--- config.mk ---
export PLATFORM = sky130hd
export DESIGN_NAME = unsigned_32_bit_subtractor_pipe_flat
export DESIGN_NICKNAME = d
export VERILOG_FILES = /design/src/rtl/sub_pipe_pkg.sv /design/src/rtl/unsigned_32_bit_subtractor_pipe_if.sv /design/src/rtl/sub_chunk.sv /design/src/rtl/unsigned_32_bit_subtractor_pipe.sv /design/src/flat_wrapper.sv
export SDC_FILE = /design/constraint.sdc
export NUM_CORES = 1
export LEC_CHECK = 0
export CAP_MARGIN = 25
export CORE_MARGIN = 5
export CORE_UTILIZATION = 45
export DETAILED_ROUTE_END_ITERATION = 12
export PLACE_DENSITY = 0.68
export SLEW_MARGIN = 20
export SYNTH_ARGS = -nofsm -noshare
export SYNTH_HDL_FRONTEND = slang
export SYNTH_HIERARCHICAL = 1
export SYNTH_SLANG_ARGS = --single-unit
--- constraint.sdc ---
create_clock -name clk -period 6.64 [get_ports clk]
set_input_delay 0.996 -clock clk [delete_from_list [all_inputs] [get_ports clk]]
set_output_delay 0.996 -clock clk [all_outputs]
set_load 0.01 [all_outputs]
--- src/rtl/sub_pipe_pkg.sv ---
`default_nettype none
// +--------------------------------------------------------------------+
// | sub_pipe_pkg : shared types and helpers for the pipelined subtractor|
// | Revision     : 1.0                                                  |
// +--------------------------------------------------------------------+
package sub_pipe_pkg;

  localparam int WIDTH_DEF = 32;
  localparam int CHUNK_DEF = 8;

  typedef struct packed {
    logic                 valid;
    logic                 borrow;
    logic [WIDTH_DEF-1:0] diff;
    logic [WIDTH_DEF-1:0] rem_a;
    logic [WIDTH_DEF-1:0] rem_b;
  } stage_t;

  function automatic int num_stages(input int width, input int chunk);
    return width / chunk;
  endfunction

endpackage
`default_nettype wire

--- src/rtl/unsigned_32_bit_subtractor_pipe_if.sv ---
`default_nettype none
// +--------------------------------------------------------------------+
// | unsigned_32_bit_subtractor_pipe_if : operand/result stream bundle   |
// | Revision : 1.0                                                      |
// +--------------------------------------------------------------------+
interface unsigned_32_bit_subtractor_pipe_if
  import sub_pipe_pkg::*;
#(
  parameter int WIDTH = WIDTH_DEF
) ();

  logic             in_valid;
  logic             in_ready;
  logic [WIDTH-1:0] in1;
  logic [WIDTH-1:0] in2;
  logic             bin;
  logic             out_valid;
  logic             out_ready;
  logic [WIDTH-1:0] diff;
  logic             bout;
  logic             zero;

  modport master (
    output in_valid, in1, in2, bin, out_ready,
    input  in_ready, out_valid, diff, bout, zero
  );

  modport slave (
    input  in_valid, in1, in2, bin, out_ready,
    output in_ready, out_valid, diff, bout, zero
  );

endinterface
`default_nettype wire

--- src/rtl/sub_chunk.sv ---
`default_nettype none
// +--------------------------------------------------------------------+
// | sub_chunk : combinational CHUNK-bit ripple-borrow subtractor slice  |
// | Revision  : 1.0                                                     |
// +--------------------------------------------------------------------+
module sub_chunk #(
  parameter int CHUNK = 8
) (
  input  logic [CHUNK-1:0] a,
  input  logic [CHUNK-1:0] b,
  input  logic             b_in,
  output logic [CHUNK-1:0] d,
  output logic             b_out
);

  logic w_borrow;

  always_comb begin
    d        = '0;
    w_borrow = b_in;
    for (int i = 0; i < CHUNK; i++) begin
      d[i]     = a[i] ^ b[i] ^ w_borrow;
      w_borrow = (~a[i] & b[i]) | (~(a[i] ^ b[i]) & w_borrow);
    end
    b_out = w_borrow;
  end

endmodule
`default_nettype wire

--- src/rtl/unsigned_32_bit_subtractor_pipe.sv ---
`default_nettype none
// +--------------------------------------------------------------------+
// | unsigned_32_bit_subtractor_pipe : CHUNK-sliced pipelined a-b-bin    |
// | Revision : 1.0                                                      |
// +--------------------------------------------------------------------+
module unsigned_32_bit_subtractor_pipe
  import sub_pipe_pkg::*;
#(
  parameter int WIDTH = WIDTH_DEF,
  parameter int CHUNK = CHUNK_DEF
) (
  input  logic clk,
  input  logic rst,
  unsigned_32_bit_subtractor_pipe_if.slave bus
);

  // WIDTH must be a multiple of CHUNK; each stage resolves one slice.
  localparam int STAGES = num_stages(WIDTH, CHUNK);

  logic [STAGES-1:0] w_valid;
  logic [STAGES-1:0] w_borrow;
  logic [WIDTH-1:0]  w_diff  [STAGES];
  logic [WIDTH-1:0]  w_src_a [STAGES];
  logic [WIDTH-1:0]  w_src_b [STAGES];
  logic [STAGES:0]   w_adv;
  logic              w_zero;

  assign w_src_a[0] = bus.in1;
  assign w_src_b[0] = bus.in2;

  // A stage may load when it is empty or its contents move on this cycle.
  always_comb begin
    w_adv         = '0;
    w_adv[STAGES] = bus.out_ready;
    for (int k = STAGES - 1; k >= 0; k--) begin
      w_adv[k] = !w_valid[k] || w_adv[k+1];
    end
  end

  assign bus.in_ready = w_adv[0];

  for (genvar k = 0; k < STAGES; k++) begin : g_stage
    logic             w_v_in;
    logic             w_b_in;
    logic [WIDTH-1:0] w_d_in;
    logic [WIDTH-1:0] w_d_next;
    logic [CHUNK-1:0] w_slice_d;
    logic             w_slice_b;
    logic             r_valid;
    logic             r_borrow;
    logic [WIDTH-1:0] r_diff;

    if (k == 0) begin : g_first
      assign w_v_in = bus.in_valid;
      assign w_b_in = bus.bin;
      assign w_d_in = '0;
    end else begin : g_next
      assign w_v_in = w_valid[k-1];
      assign w_b_in = w_borrow[k-1];
      assign w_d_in = w_diff[k-1];
    end

    sub_chunk #(
      .CHUNK (CHUNK)
    ) u_chunk (
      .a     (w_src_a[k][CHUNK-1:0]),
      .b     (w_src_b[k][CHUNK-1:0]),
      .b_in  (w_b_in),
      .d     (w_slice_d),
      .b_out (w_slice_b)
    );

    always_comb begin
      w_d_next                    = w_d_in;
      w_d_next[k*CHUNK +: CHUNK]  = w_slice_d;
    end

    // Payload only moves with a real operand so a stalled result stays put.
    always_ff @(posedge clk) begin
      if (rst) begin
        r_valid  <= 1'b0;
        r_borrow <= 1'b0;
        r_diff   <= '0;
      end else if (w_adv[k]) begin
        r_valid <= w_v_in;
        if (w_v_in) begin
          r_borrow <= w_slice_b;
          r_diff   <= w_d_next;
        end
      end
    end

    assign w_valid[k]  = r_valid;
    assign w_borrow[k] = r_borrow;
    assign w_diff[k]   = r_diff;

    if (k == STAGES - 1) begin : g_last
      logic r_zero;

      always_ff @(posedge clk) begin
        if (rst) begin
          r_zero <= 1'b0;
        end else if (w_adv[k] && w_v_in) begin
          r_zero <= (w_d_next == '0);
        end
      end

      assign w_zero = r_zero;
    end else begin : g_carry
      logic [WIDTH-1:0] r_a;
      logic [WIDTH-1:0] r_b;

      // Remaining operand slices are kept right-aligned for the next stage.
      always_ff @(posedge clk) begin
        if (rst) begin
          r_a <= '0;
          r_b <= '0;
        end else if (w_adv[k] && w_v_in) begin
          r_a <= w_src_a[k] >> CHUNK;
          r_b <= w_src_b[k] >> CHUNK;
        end
      end

      assign w_src_a[k+1] = r_a;
      assign w_src_b[k+1] = r_b;
    end
  end

  assign bus.out_valid = w_valid[STAGES-1];
  assign bus.diff      = w_diff[STAGES-1];
  assign bus.bout      = w_borrow[STAGES-1];
  assign bus.zero      = w_zero;

endmodule
`default_nettype wire

--- src/flat_wrapper.sv ---
// flat-port wrapper written by rule: the top's interface ports become plain ports
module unsigned_32_bit_subtractor_pipe_flat import sub_pipe_pkg::*;
#(
  parameter int WIDTH = WIDTH_DEF,
  parameter int CHUNK = CHUNK_DEF
)
  (clk, rst, bus_in_valid, bus_in1, bus_in2, bus_bin, bus_out_ready, bus_in_ready, bus_out_valid, bus_diff, bus_bout, bus_zero);
  unsigned_32_bit_subtractor_pipe_if #(.WIDTH(WIDTH)) bus_i ();
  input  logic clk;
  input  logic rst;
  input wire logic [$bits(bus_i.in_valid)-1:0] bus_in_valid;
  input wire logic [$bits(bus_i.in1)-1:0] bus_in1;
  input wire logic [$bits(bus_i.in2)-1:0] bus_in2;
  input wire logic [$bits(bus_i.bin)-1:0] bus_bin;
  input wire logic [$bits(bus_i.out_ready)-1:0] bus_out_ready;
  output wire logic [$bits(bus_i.in_ready)-1:0] bus_in_ready;
  output wire logic [$bits(bus_i.out_valid)-1:0] bus_out_valid;
  output wire logic [$bits(bus_i.diff)-1:0] bus_diff;
  output wire logic [$bits(bus_i.bout)-1:0] bus_bout;
  output wire logic [$bits(bus_i.zero)-1:0] bus_zero;
  assign bus_i.in_valid = bus_in_valid;
  assign bus_i.in1 = bus_in1;
  assign bus_i.in2 = bus_in2;
  assign bus_i.bin = bus_bin;
  assign bus_i.out_ready = bus_out_ready;
  assign bus_in_ready = bus_i.in_ready;
  assign bus_out_valid = bus_i.out_valid;
  assign bus_diff = bus_i.diff;
  assign bus_bout = bus_i.bout;
  assign bus_zero = bus_i.zero;
  unsigned_32_bit_subtractor_pipe #(.WIDTH(WIDTH), .CHUNK(CHUNK)) u_core (.clk(clk), .rst(rst), .bus(bus_i));
endmodule
==> results by group, run 1 <==
Critical path
  • Critical Path Sink Type: flop
  • Worst reg2reg path depth: 15
  • Worst Path Required: 7.00 ns
  • Crit Path Max Fanout: 2
  • Worst EP arrival: roughly 4.7 ns
  • FF-to-FF setup slack: roughly 2.3 ns
  • Worst R2R Start: u_core/g_stage[2].g_carry.r_b[0]$_SDFFE_PP0P_
  • RR Endpoint: u_core/bus.zero$_SDFFE_PP0P_
  • Startpoint types: flop
  • Setup CP Type: flop to flop

Floorplan
  • Die Ht: 138 um
  • IO Pins: roughly 110
  • Area of the core: 16,000 um2
  • Row Count: 46
  • Initial cell density of the core: ~46%
  • Die area: roughly 19,000 um2
  • DIE WIDTH: roughly 140 um

Clock network
  • H-tree levels: 4
  • CTS tree: built
  • Hold buffer count at cts: 0
  • CTS Sinks: between 150 and 200
  • Root Driver: clkbuf_16
  • Clock Path Buffers: 2
  • CTS Buf Count: 17
  • CTS resizes: 0
  • Clk pin slew, worst setup/hold paths: 0.07 ns
  • Setup Buffers After CTS: 0
  • Skew-Pair Late Insertion Delay: about 0.42 ns

Synthesis
  • Post-synthesis async set-or-reset flop share: 0%
  • Yosys top cell area share: 50.2%
  • #FFs+latches synth: ~190
  • Count leader, synth: nand2_1
  • Syn Inst Count: just over 900
  • Post-Syn Nets: 1,024
  • Synth top area cells: dfxtp_1 (50%), nand2_1 (18%), a21oi_1 (12%), fa_1 (8.7%), inv_1 (3.8%)
  • Top post-synthesis cells by count: nand2_1 (362), dfxtp_1 (185), a21oi_1 (183), inv_1 (75), fa_1 (32)
  • Mapped Area: about 7400 um2
  • Sequential area share after synthesis: about half
  • Yosys cell types: 24
  • Yosys warning count: 6
  • Most used flip-flop cell after synthesis: dfxtp_1
  • Post-synth EDFFs: 0
  • Synth Area per Inst: about 8 um2
  • Dominant cell type by area after synthesis: dfxtp_1

Timing
  • RSZ-0062 raised after global routing: no
  • Least-Margin Pin Slew: between 0.8 and 0.9 ns
  • Fin crit share: 65.7%
  • Minimum clock period: approximately 4.4 ns
  • Fmax: ~230 MHz
  • Worst-case clock skew: 0.0126 ns
  • Slew Limit Fails: 0
  • Final hold violation count: 0
  • Slew HR: a little over two fifths
  • Setup_tns: 0 ns
  • Finish-stage setup viols: 0

Place
  • DP Area: around 8500 um2
  • Final Wtd Congestion: between 0.7 and 0.8
  • I/O Buffers: approximately 100
  • Final HPWL DP: roughly 10 mm
  • Placed insts: 1,190

Min path
  • HP Start: u_core/g_stage[0].g_carry.r_b[23]$_SDFFE_PP0P_
  • Hold EP: u_core/g_stage[1].g_carry.r_b[15]$_SDFFE_PP0P_
  • Hold crit path type: flop to flop
  • Hold depth: 2

Route
  • Drt pass-1 iters: 5
  • 1st-iter DRT viols: 369
  • Via count: approximately 5,700
  • Avg WL per Cell: ~13 um
  • DRC Markers: 0
  • Vias/cell: between 4 and 5
  • Post-route ant nets: 0
  • Final WL: approximately 15 mm

Cells and area
  • Layout Nets: 1,094
  • Post-Layout Cell Count: between 1,000 and 1,500
  • Fillers: 1,566
  • Share of layout cells above drive strength 1: 4.57%
  • Final non-filler cell area: approximately 9100 um2
  • Reg area: about 3700 um2
  • Footprint of the multi-input gates: between 3000 and 4000 um2
  • Final core utilization: between 50% and 60%
  • # diodes: 0
  • Area Overhead vs Synth: 23.2%

Power
  • Peak supply drop: approximately 0.00017 V
  • Total power: 2.37 mW
  • Leakage: approximately 3.4 nW
  • PwrDens: 260 nW/um2

Global routing
  • Total grt overflow: 0
  • Total GRT Usage: about 16%
  • First-pass GRT wire length: 25.8 mm
  • Vias in the first global route: between 5,000 and 6,000
  • Maximum number of pins on one net before global-route repair: 120
  • Initial antenna violation count: 0

Status
  • Outcome: complete, no violations

Run
  • Number of max-cap violations: 0
[kinds of logic (layout without fill, tap and decap cells)]
family | Yosys count | in the layout | synth area share, %
AND/OR/NAND/NOR | 383 | 383 | 20.3
buffers and inverters | 136 | 219 | 7.75
adder cells (fa/ha/maj) | 32 | 32 | 8.69
flip-flops | 185 | 185 | 50.2
AO/OA/AOI/OAI | 187 | 187 | 13.0
[worst max path at each step]
| stage | startpoint | to | slack (ns) | depth (start not counted) |
|---|---|---|---|---|
| 2_1_floorplan | bus_in2[0] | u_core/g_stage[0].r_diff[7]$_SDFFE_PP0P_ | 2.45 | 13 |
| 3_3_place_gp | bus_in1[0] | u_core/g_stage[0].r_diff[7]$_SDFFE_PP0P_ | 1.93 | 13 |
| 3_5_place_dp | bus_in1[0] | u_core/g_stage[0].r_diff[7]$_SDFFE_PP0P_ | 1.83 | 13 |
| 4_1_cts | u_core/g_stage[2].g_carry.r_b[0]$_SDFFE_PP0P_ | u_core/bus.zero$_SDFFE_PP0P_ | 2.27 | 15 |
| 5_1_grt | u_core/g_stage[2].g_carry.r_b[0]$_SDFFE_PP0P_ | u_core/bus.zero$_SDFFE_PP0P_ | 2.04 | 15 |
| 6_report | u_core/g_stage[2].g_carry.r_b[0]$_SDFFE_PP0P_ | u_core/bus.zero$_SDFFE_PP0P_ | 2.28 | 15 |
[metrics by stage]
step                hold slack [ns]  setup slack [ns]
CTS                           0.452              2.27
global route                  0.460              2.04
global placement              0.439              1.93
floorplan                     0.432              2.45
finish                        0.448              2.28
detailed placement            0.443              1.83
[routing by layer]
metal | vias up | part of all wire [%] | track usage, %
li1 | 3018 | - | -
met1 | 2548 | 51 | 23.6
met2 | 115 | 43 | 23.6
met3 | 12 | 4.1 | 4.10
met4 | 0 | 1.1 | 5.30
met5 | - | 0 | 0
[worst max-delay path: stages (launching register included)]
cell	delay [ns]
dfxtp_1	0.31
inv_1	0.07
fa_1	0.16
inv_1	0.05
fa_1	0.38
fa_1	0.39
fa_1	0.40
fa_1	0.40
fa_1	0.39
fa_1	0.37
inv_1	0.08
fa_1	0.44
nor4_1	0.24
nand4_1	0.11
or4_1	0.41
o21ai_1	0.12
[state kept, by name, summed over array words and instances (netlist names)]
name	count
u_core/g_stage.r_borrow	3
u_core/bus.diff	32
u_core/g_stage.g_carry.r_a	48
u_core/g_stage.r_diff	48
u_core/bus.out_valid	1
u_core/g_stage.r_valid	3
u_core/bus.bout	1
u_core/g_stage.g_carry.r_b	48
u_core/bus.zero	1
[final cells by class]
type                    count  share of cell area [%]
well taps                 216                    2.97
repair buffers            112                    12.4
inverters                  75                    3.10
flip-flops and latches    185                    40.8
clock buffers              21                    5.18
clock inverters            11                    1.32
multi-input cells         602                    34.3
[power by group]
group	internal, mW	switching [mW]	total [mW]	leakage, nW
sequential	1.15	0.0208	1.17	1.50
clock	0.583	0.411	0.995	0.285
combinational	0.0921	0.112	0.205	1.61
[layout by cell type, fill, tap and decap left out, types with 2 or more instances in the layout]
cell type        synthesis  final
nor4_1                   6      6
clkdlybuf4s50_1          0    103
nand4_1                  2      2
clkbuf_16                0     17
clkbuf_8                 0      3
fa_1                    32     32
or4_1                    2      2
nor2_1                   2      2
clkinvlp_4               0      3
nand2_1                362    362
a21oi_1                183    183
bufinv_16                0      2
inv_1                   75     75
dfxtp_1                185    185
buf_4                    8      7
clkinv_2                 0      4
(Power assumes the default switching activity.)
==> run 2: changes to the inputs <==
PLACE_DENSITY = 0.71   (was 0.68)
clock period = 3.5 ns   (was 6.64 ns; I/O delays follow)
==> run 2 against run 1 <==
Effect of this change: the run now ends with setup timing left; global-route usage down 0.28 points; clock skew down 0.0069 ns; power up 84%; die area unchanged; sequential cell count unchanged; final cell count unchanged; fmax up 8.5%; clock power up 75%; critical path type unchanged; critical endpoint unchanged; largest cell class unchanged.
==> results by group, run 2 (synthesis gave the netlist of run 1 again) <==
Status
  • Outcome: finished, violations left
  • Failing checks: setup timing

Cells and area
  • Layout Nets: 1,095 (+0.091%)
  • Post-Layout Cell Count: 1,222 (unchanged)
  • Biggest regs: u_core/g_stage.g_carry.r_a (48), u_core/g_stage.g_carry.r_b (48), u_core/g_stage.r_diff (48)
  • Final core utilization: 56.8% (about the same)
  • Final non-filler cell area: 9090 um2 (about the same)
  • Leading cell types in the layout, fill and taps excluded: nand2_1 (361), a21oi_1 (182), dfxtp_1 (181)
  • # diodes: 0 (unchanged)
  • Share of layout cells above drive strength 1: 8.65% (+4.1 points)
  • Most common cell after layout, fill and taps aside: nand2_1
  • Area Overhead vs Synth: 23.3% (about the same)

Critical path
  • Delay of the slowest cell on the worst path: 0.42 ns (-0.02 ns)
  • Most frequent CP cell: fa_2
  • Worst EP arrival: 4.38 ns (-0.34 ns)
  • Crit Path Max Fanout: 2 (unchanged)
  • Worst path cell trace: inv_2 > fa_2 > inv_2 > fa_2 > fa_2 > fa_2 > fa_2 > fa_2 > fa_2 > inv_2 > fa_1 > nor4_1 > nand4_1 > or4_1 > o21ai_1
  • CP Buf/Inv Count: 3 (unchanged)
  • Setup CP Type: flop to flop
  • Worst Path Required: 3.86 ns (-3.14 ns)
  • Startpoint types: flop
  • Top delay family on crit path: adder cells
  • CP max stage cell: fa_1
  • Critical Path Sink Type: flop

Timing
  • RSZ-0062 raised after global routing: yes
  • Worst-case clock skew: 0.00575 ns (-0.00686 ns)
  • Setup_tns: -0.522 ns (-0.522 ns)
  • Slew HR: 45.4% (+3.8 points)
  • Fin crit share: 115% (+49 points)
  • Slew Limit Fails: 0 (unchanged)
  • Minimum clock period: 4.02 ns (-0.342 ns)
  • Least-Margin Pin Slew: 0.818 ns (-0.0570 ns)
  • Fmax: 249 MHz (+8.5%)
  • Final worst slack: -0.522 ns (-2.80 ns)
  • Finish-stage setup viols: 1 (+1)
  • Final hold violation count: 0 (unchanged)

Power
  • Total power: 4.35 mW (+84%)
  • Peak supply drop: 0.000398 V (+130%)
  • Sw power: 1.02 mW (+88%)
  • Clk pwr share: 40.0% (-2.1 points)
  • Internal Pwr Total: 3.33 mW (+83%)
  • Leakage: 3.36 nW (-1.1%)
  • Register share of total power: 50.9% (+1.6 points)
  • Combinational power share: 9.1% (+0.5 points)
  • Switch share: 23.5% (+0.50 points)
  • PwrDens: 478 nW/um2 (+84%)

Floorplan
  • Area of the core: 16,000 um2 (unchanged)
  • Row Count: 46 (unchanged)
  • DIE WIDTH: 138 um (unchanged)
  • Die area: 19,000 um2 (unchanged)
  • Die Ht: 138 um (unchanged)
  • IO Pins: 105 (unchanged)
  • Initial cell density of the core: 46.1% (unchanged)

Route
  • Via count: 5,773 (+1.4%)
  • Vias/cell: 4.72 (+1.4%)
  • DRC Markers: 0 (unchanged)
  • Post-route ant nets: 0 (unchanged)
  • 1st-iter DRT viols: 336 (-8.9%)
  • Final WL: 15.4 mm (-0.21%)
  • Avg WL per Cell: 12.6 um (-0.21%)
  • Drt pass-1 iters: 4 (-1)

Global routing
  • First-pass GRT wire length: 25.5 mm (-1.3%)
  • Total grt overflow: 0 (unchanged)
  • Maximum number of pins on one net before global-route repair: 109 (-9.2%)
  • Vias in the first global route: 5,227 (-2.2%)
  • Total GRT Usage: 16.0% (-0.28 points)
  • Initial antenna violation count: 0 (unchanged)

Clock network
  • Skew-Pair Late Insertion Delay: 0.43 ns (about the same)
  • Clock Path Buffers: 2 (unchanged)
  • CTS tree: built
  • Clk pin slew, worst setup/hold paths: 0.06 ns (about the same)
  • H-tree levels: 4 (unchanged)
  • CTS Buf Count: 17 (unchanged)
  • Hold buffer count at cts: 0 (unchanged)
  • Root Driver: clkbuf_16
  • CTS Sinks: 185 (unchanged)

Place
  • I/O Buffers: 104 (unchanged)
  • Final HPWL DP: 10.4 mm (+1.6%)
  • Final Wtd Congestion: 0.774 (+2.9%)
  • DP Area: 8510 um2 (+0.19%)
  • Placed insts: 1,191 (+0.084%)

Run
  • Number of max-cap violations: 0 (unchanged)

Min path
  • Hold crit path type: flop to flop
==> run 2: per-stage QoR <==
step | setup slack (ns) | hold slack, ns
3_5_place_dp | -0.610 | 0.444
4_1_cts | -0.534 | 0.451
3_3_place_gp | -0.536 | 0.440
2_1_floorplan | -0.442 | 0.432
6_report | -0.522 | 0.449
5_1_grt | -0.694 | 0.469
==> run 2: repair_timing <==
item                                    4_1_cts  5_1_grt
pin swaps                                     9        3
setup buffers                                 0        0
endpoints found under the setup margin        5        6
gates resized for setup                      31       14
==> run 2: worst paths after layout <==
path	startpoint	end	slack, ns	depth (start not counted)
worst max register to register	u_core/g_stage[2].g_carry.r_b[0]$_SDFFE_PP0P_	u_core/bus.zero$_SDFFE_PP0P_	-0.52	15
worst max-delay path	u_core/g_stage[2].g_carry.r_b[0]$_SDFFE_PP0P_	u_core/bus.zero$_SDFFE_PP0P_	-0.52	15
worst min register to register	u_core/g_stage[0].g_carry.r_b[21]$_SDFFE_PP0P_	u_core/g_stage[1].g_carry.r_b[13]$_SDFFE_PP0P_	0.45	2
worst min-delay path	u_core/g_stage[0].g_carry.r_b[21]$_SDFFE_PP0P_	u_core/g_stage[1].g_carry.r_b[13]$_SDFFE_PP0P_	0.45	2
==> run 2: layer usage <==
metal / global-route usage (%) / routed length, um / up-vias
li1: - / - / 3028
met1: 23.2 / 7910 / 2618
met2: 23.0 / 6540 / 113
met3: 3.90 / 682 / 14
met4: 5.77 / 228 / 0
met5: 0 / 0 / -
==> run 2: final cells by class <==
class | count | area, um2
clock inverters | 8 | 46.3
multi-input cells | 602 | 3190
clock buffers | 23 | 488
fillers | 1577 | 6910
repair buffers | 113 | 1110
flip-flops and latches | 185 | 3710
well taps | 216 | 270
inverters | 75 | 282
==> run 2: tightest hold or removal path, delay by kind of cell (launching register included) <==
kind | cells | cell delay [ns]
and+or+nand+nor | 1 | 0.05
AOI/OAI and AO/OA | 1 | 0.05
DFF | 1 | 0.31
==> run 2: power groups by stage <==
stage	logic [mW]	registers, mW	clock network, mW
2_1_floorplan	0.250	2.25	0
3_3_place_gp	0.385	2.26	0
3_5_place_dp	0.393	2.26	0
4_1_cts	0.399	2.21	1.78
5_1_grt	0.454	2.22	1.87
6_report	0.397	2.21	1.74
